### src/rtl/uart_rx.sv
// uart_rx: 8-bit asynchronous serial receiver, LSB first, idle-high line.
// The line is double-flopped before use. A start bit is confirmed at mid-bit.
// Each data bit is sampled one bit period after the previous sample.
// Optional even parity is enabled by defining UART_RX_PARITY_EN.
// When that macro is absent the frame is 8N1 and parity_err is tied low.
module uart_rx #(
  parameter int CLKS_PER_BIT = 434,
  parameter int HALF_BIT     = 217
) (
  input  logic       clk_50M,
  input  logic       rst_n,
  input  logic       rx,
  output logic [7:0] rx_data,
  output logic       rx_valid,
  output logic       frame_err,
  output logic       parity_err,
  output logic       busy
);

  localparam int CW = ($clog2(CLKS_PER_BIT) > 9) ? $clog2(CLKS_PER_BIT) : 9;
  localparam logic [CW-1:0] BIT_LAST  = CW'(CLKS_PER_BIT - 1);
  localparam logic [CW-1:0] HALF_LAST = CW'(HALF_BIT - 1);

  typedef enum logic [2:0] {
    IDLE,
    START,
    DATA,
`ifdef UART_RX_PARITY_EN
    PARITY,
`endif
    STOP,
    WAIT_HIGH
  } state_t;

  logic          rx_m, rx_s;
  state_t        state_reg, state_next;
  logic [CW-1:0] count_reg, count_next;
  logic [2:0]    index_reg, index_next;
  logic [7:0]    shift_reg, shift_next;
  logic [7:0]    data_next;
  logic          valid_next, ferr_next;

  // Two-flop synchronizer; resets to the idle-high line level.
  always_ff @(posedge clk_50M or negedge rst_n) begin
    if (!rst_n) begin
      rx_m <= 1'b1;
      rx_s <= 1'b1;
    end else begin
      rx_m <= rx;
      rx_s <= rx_m;
    end
  end

`ifdef UART_RX_PARITY_EN
  // A parity miss in this frame suppresses both rx_valid and frame_err at the stop bit.
  logic perr_flag_reg, perr_flag_next;
  logic perr_next;

  // Parity error pulse and per-frame parity-miss flag.
  always_ff @(posedge clk_50M or negedge rst_n) begin
    if (!rst_n) begin
      parity_err    <= 1'b0;
      perr_flag_reg <= 1'b0;
    end else begin
      parity_err    <= perr_next;
      perr_flag_reg <= perr_flag_next;
    end
  end
`else
  assign parity_err = 1'b0;
`endif

  // State, counters, shift register and registered output pulses.
  always_ff @(posedge clk_50M or negedge rst_n) begin
    if (!rst_n) begin
      state_reg <= IDLE;
      count_reg <= '0;
      index_reg <= 3'd0;
      shift_reg <= 8'h00;
      rx_data   <= 8'h00;
      rx_valid  <= 1'b0;
      frame_err <= 1'b0;
    end else begin
      state_reg <= state_next;
      count_reg <= count_next;
      index_reg <= index_next;
      shift_reg <= shift_next;
      rx_data   <= data_next;
      rx_valid  <= valid_next;
      frame_err <= ferr_next;
    end
  end

  // Next-state logic; every transition restarts the cycle counter.
  always_comb begin
    state_next = state_reg;
    count_next = count_reg + CW'(1);
    index_next = index_reg;
    shift_next = shift_reg;
    data_next  = rx_data;
    valid_next = 1'b0;
    ferr_next  = 1'b0;
`ifdef UART_RX_PARITY_EN
    perr_next      = 1'b0;
    perr_flag_next = perr_flag_reg;
`endif
    case (state_reg)
      IDLE: begin
        count_next = '0;
`ifdef UART_RX_PARITY_EN
        perr_flag_next = 1'b0;
`endif
        if (!rx_s) state_next = START;
      end
      START: begin
        if (count_reg == HALF_LAST) begin
          count_next = '0;
          index_next = 3'd0;
          state_next = rx_s ? IDLE : DATA;
        end
      end
      DATA: begin
        if (count_reg == BIT_LAST) begin
          count_next            = '0;
          shift_next[index_reg] = rx_s;
          index_next            = index_reg + 3'd1;
          if (index_reg == 3'd7) begin
`ifdef UART_RX_PARITY_EN
            state_next = PARITY;
`else
            state_next = STOP;
`endif
          end
        end
      end
`ifdef UART_RX_PARITY_EN
      PARITY: begin
        if (count_reg == BIT_LAST) begin
          count_next = '0;
          state_next = STOP;
          if (rx_s != (^shift_reg)) begin
            perr_next      = 1'b1;
            perr_flag_next = 1'b1;
          end
        end
      end
`endif
      STOP: begin
        if (count_reg == BIT_LAST) begin
          count_next = '0;
          if (rx_s) begin
            state_next = IDLE;
`ifdef UART_RX_PARITY_EN
            if (!perr_flag_reg) begin
              data_next  = shift_reg;
              valid_next = 1'b1;
            end
`else
            data_next  = shift_reg;
            valid_next = 1'b1;
`endif
          end else begin
            state_next = WAIT_HIGH;
`ifdef UART_RX_PARITY_EN
            ferr_next = !perr_flag_reg;
`else
            ferr_next = 1'b1;
`endif
          end
        end
      end
      WAIT_HIGH: begin
        count_next = '0;
        if (rx_s) state_next = IDLE;
      end
      default: begin
        count_next = '0;
        state_next = IDLE;
      end
    endcase
  end

  assign busy = (state_reg != IDLE);

endmodule

### config.mk
export PLATFORM = sky130hd
export DESIGN_NAME = uart_rx
export DESIGN_NICKNAME = d
export VERILOG_FILES = /design/src/rtl/uart_rx.sv
export SDC_FILE = /design/constraint.sdc
export NUM_CORES = 1
export LEC_CHECK = 0
export BUFFER_PORTS_ARGS = -buffer_cell sky130_fd_sc_hd__buf_2
export CORE_MARGIN = 8
export CORE_UTILIZATION = 62
export DETAILED_ROUTE_END_ITERATION = 12
export GPL_TIMING_DRIVEN = 0
export PLACE_DENSITY = 0.81
export SLEW_MARGIN = 20
export SYNTH_ARGS = -nofsm -noshare
export SYNTH_HDL_FRONTEND = slang
export SYNTH_SLANG_ARGS = --single-unit
### constraint.sdc
create_clock -name clk_50M -period 3.45 [get_ports clk_50M]
set_clock_uncertainty 0.15 [all_clocks]
set_input_delay 1.035 -clock clk_50M [delete_from_list [all_inputs] [get_ports clk_50M]]
set_output_delay 1.035 -clock clk_50M [all_outputs]
set_load 0.01 [all_outputs]
==> run metrics <==
status complete, no violations; Total Neg Setup Slack 0 ns; clock group share of total power ~33%; critical path startpoint state_reg[0]; antenna violations before repair 0; Netlist cell types 37; syn avg cell area ~12 µm²; Mapped Area around 0.0016 mm²; critical path capture point type output pin; Async S/R FF share, synth 100%; synthesized instance count ~140; Switching Fraction roughly 22%; CTS Buf Count 5; die width about 67 µm; post-route ant nets 0; layout cell share with drive strength beyond 1 just under 30%; DRT iter0 DRCs between 40 and 50; maxcap violations 0; Max VDD drop roughly 0.34 mV; fin nets between 150 and 200; DRT Pass-1 Iters 4; Clock Latency Late Sink 0.35 ns; period utilization about four fifths; clock sink count 35; port bufs 13; vias between 1000 and 1500; Post-CTS Hold Fix Bufs 0; Starting Density between 60% and 70%; non-filler cells, final 186; Clock Path Buffers 2; most frequent cell after synthesis dfrtp_1; H-tree Lvls 2; Seq/Total Area, Yosys a little over half; # DRC 0; Final min period 2.72 ns; Die Ht 67.2 µm; CTS tree yes; die footprint 0.00452 mm²; worst-path fanout max 10; Ports 15; max incr delay on CP approximately 0.45 ns; Synth-to-Final Area Change 9.39%; Ys Warns 0; Int Pwr ~500 µW; top-area cell type share of the netlist area between 50% and 60%; Main synth FF type dfrtp_1; EDFF count, synth 0; max FFs per register 9; power per cell area around 360 mW/mm²; first-pass GRT wire length between 5 and 6 mm; Worst slew margin 50.3%; Lkg Pwr 0.000846 µW; syn_nets ~140; row cnt 18; Slowest-stage cell, CP dfrtp_1; Core ar. between 0.002 and 0.0025 mm²; Worst-path clk slew ~0.090 ns; FMAX between 300 and 400 MHz; combinational share of power roughly 2.0%; final hold vios 0; worst endpoint required time 2.26 ns; Seq pwr share 65.1%; RSZ-0062 raised after global routing false; Worst Hold Launch rx_m; GRT Total Usage approximately 15%; GP Congestion roughly 0.8; Post-synth top cells dfrtp_1, mux2_2, nor2_1, nand2_1; routed vias/inst 5.90; Hold WC Path Type reg2reg; fin. max-slew vios 0; crit-path cells clkbuf_1 > or3_1 > buf_2; largest net degree at the start of global routing 36; PostCTS Resize Cnt 0; crit start category register; area leader, netlist dfrtp_1; WL final about 2.9 mm; grt ovf 0; Placed Instances around 180; largest cells by area after synthesis dfrtp_1, mux2_2, ha_1, dfstp_2, nor2_1; DP HPWL 2.09 mm; NetSw ~140 µW; worst slew pin tran 0.746 ns; Final Setup Violations 0; vias in the first global route ~1100; root buf cell clkbuf_4; worst r2r src count_reg[6]; postcts setup bufs 0; CP Class reg2out; Avg WL per Cell ~15 µm; Seq cells post-synth 35; Power, Total approximately 630 µW; diode count 0; crit path DAT 1.53 ns
per-layer routing:
metal | share of wire, % | track usage [%]
met2 | 46 | 22.7
met5 | 0 | 0
met4 | 3.5 | 12.8
met1 | 43 | 17.9
met3 | 6.8 | 4.64
through the flow:
stage	utilization, %	hold WS, ns	setup WS, ns	cell area (µm²)
3_5_place_dp	69.7	0.197	0.967	1730
6_report	71.8	0.211	0.733	1780
2_1_floorplan	-	0.195	1.08	1630
3_3_place_gp	69.7	0.196	0.979	1730
5_1_grt	71.8	0.214	0.635	1780
4_1_cts	71.8	0.212	0.720	1780
cell families after synthesis:
kind of cell	after synthesis	synth area share, %
AOI/OAI and AO/OA	9	4.39
muxes	17	11.8
xor gates and xnor gates	7	3.77
and+or+nand+nor	51	19.4
adders and majority gates	5	3.85
other	1	0.231
buffers and inverters	10	2.54
DFF	35	54.0
final timing paths:
check                          endpoint  slack [ns]  cells after the start
max                                busy        0.73                      3
min                                rx_s        0.21                      0
max reg2reg                shift_reg[4]        0.95                      4
min reg2reg                        rx_s        0.21                      0
max in group asynchronous    rx_data[5]        2.08                      1
min in group asynchronous  shift_reg[0]        0.60                      1
layout make-up:
| class | count | area, µm² |
|---|---|---|
| sequential | 35 | 878 |
| multi-input combinational | 90 | 706 |
| fill | 179 | 699 |
| timing repair buffer | 13 | 65.1 |
| clock buffer | 7 | 45.0 |
| tap | 30 | 37.5 |
| buffer | 7 | 30.0 |
| inverter | 3 | 11.3 |
| clock inverter | 1 | 5.00 |
worst max-delay path: cells and delay by family, from the launching register on:
| kind | cells | cell delay, ns |
|---|---|---|
| buf+inv | 2 | 0.37 |
| flops | 1 | 0.45 |
| simple gates | 1 | 0.38 |
power groups by stage:
stage / registers (µW) / clock network (µW) / logic, µW
floorplan: 421 / 0 / 3.44
global placement: 421 / 0 / 12.9
detailed placement: 421 / 0 / 13.2
finish: 413 / 209 / 12.7
global route: 413 / 234 / 15.3
CTS: 413 / 216 / 13.2
layout by cell type (no fill, tap or decap), drive strengths merged, types with 5 or more instances in the layout:
master   n
nor2    14
nor3     6
dfrtp   33
mux2    17
clkbuf  11
nand2    6
ha       5
xnor2    5
buf     16
No activity file was read; power rests on OpenSTA's default activity.
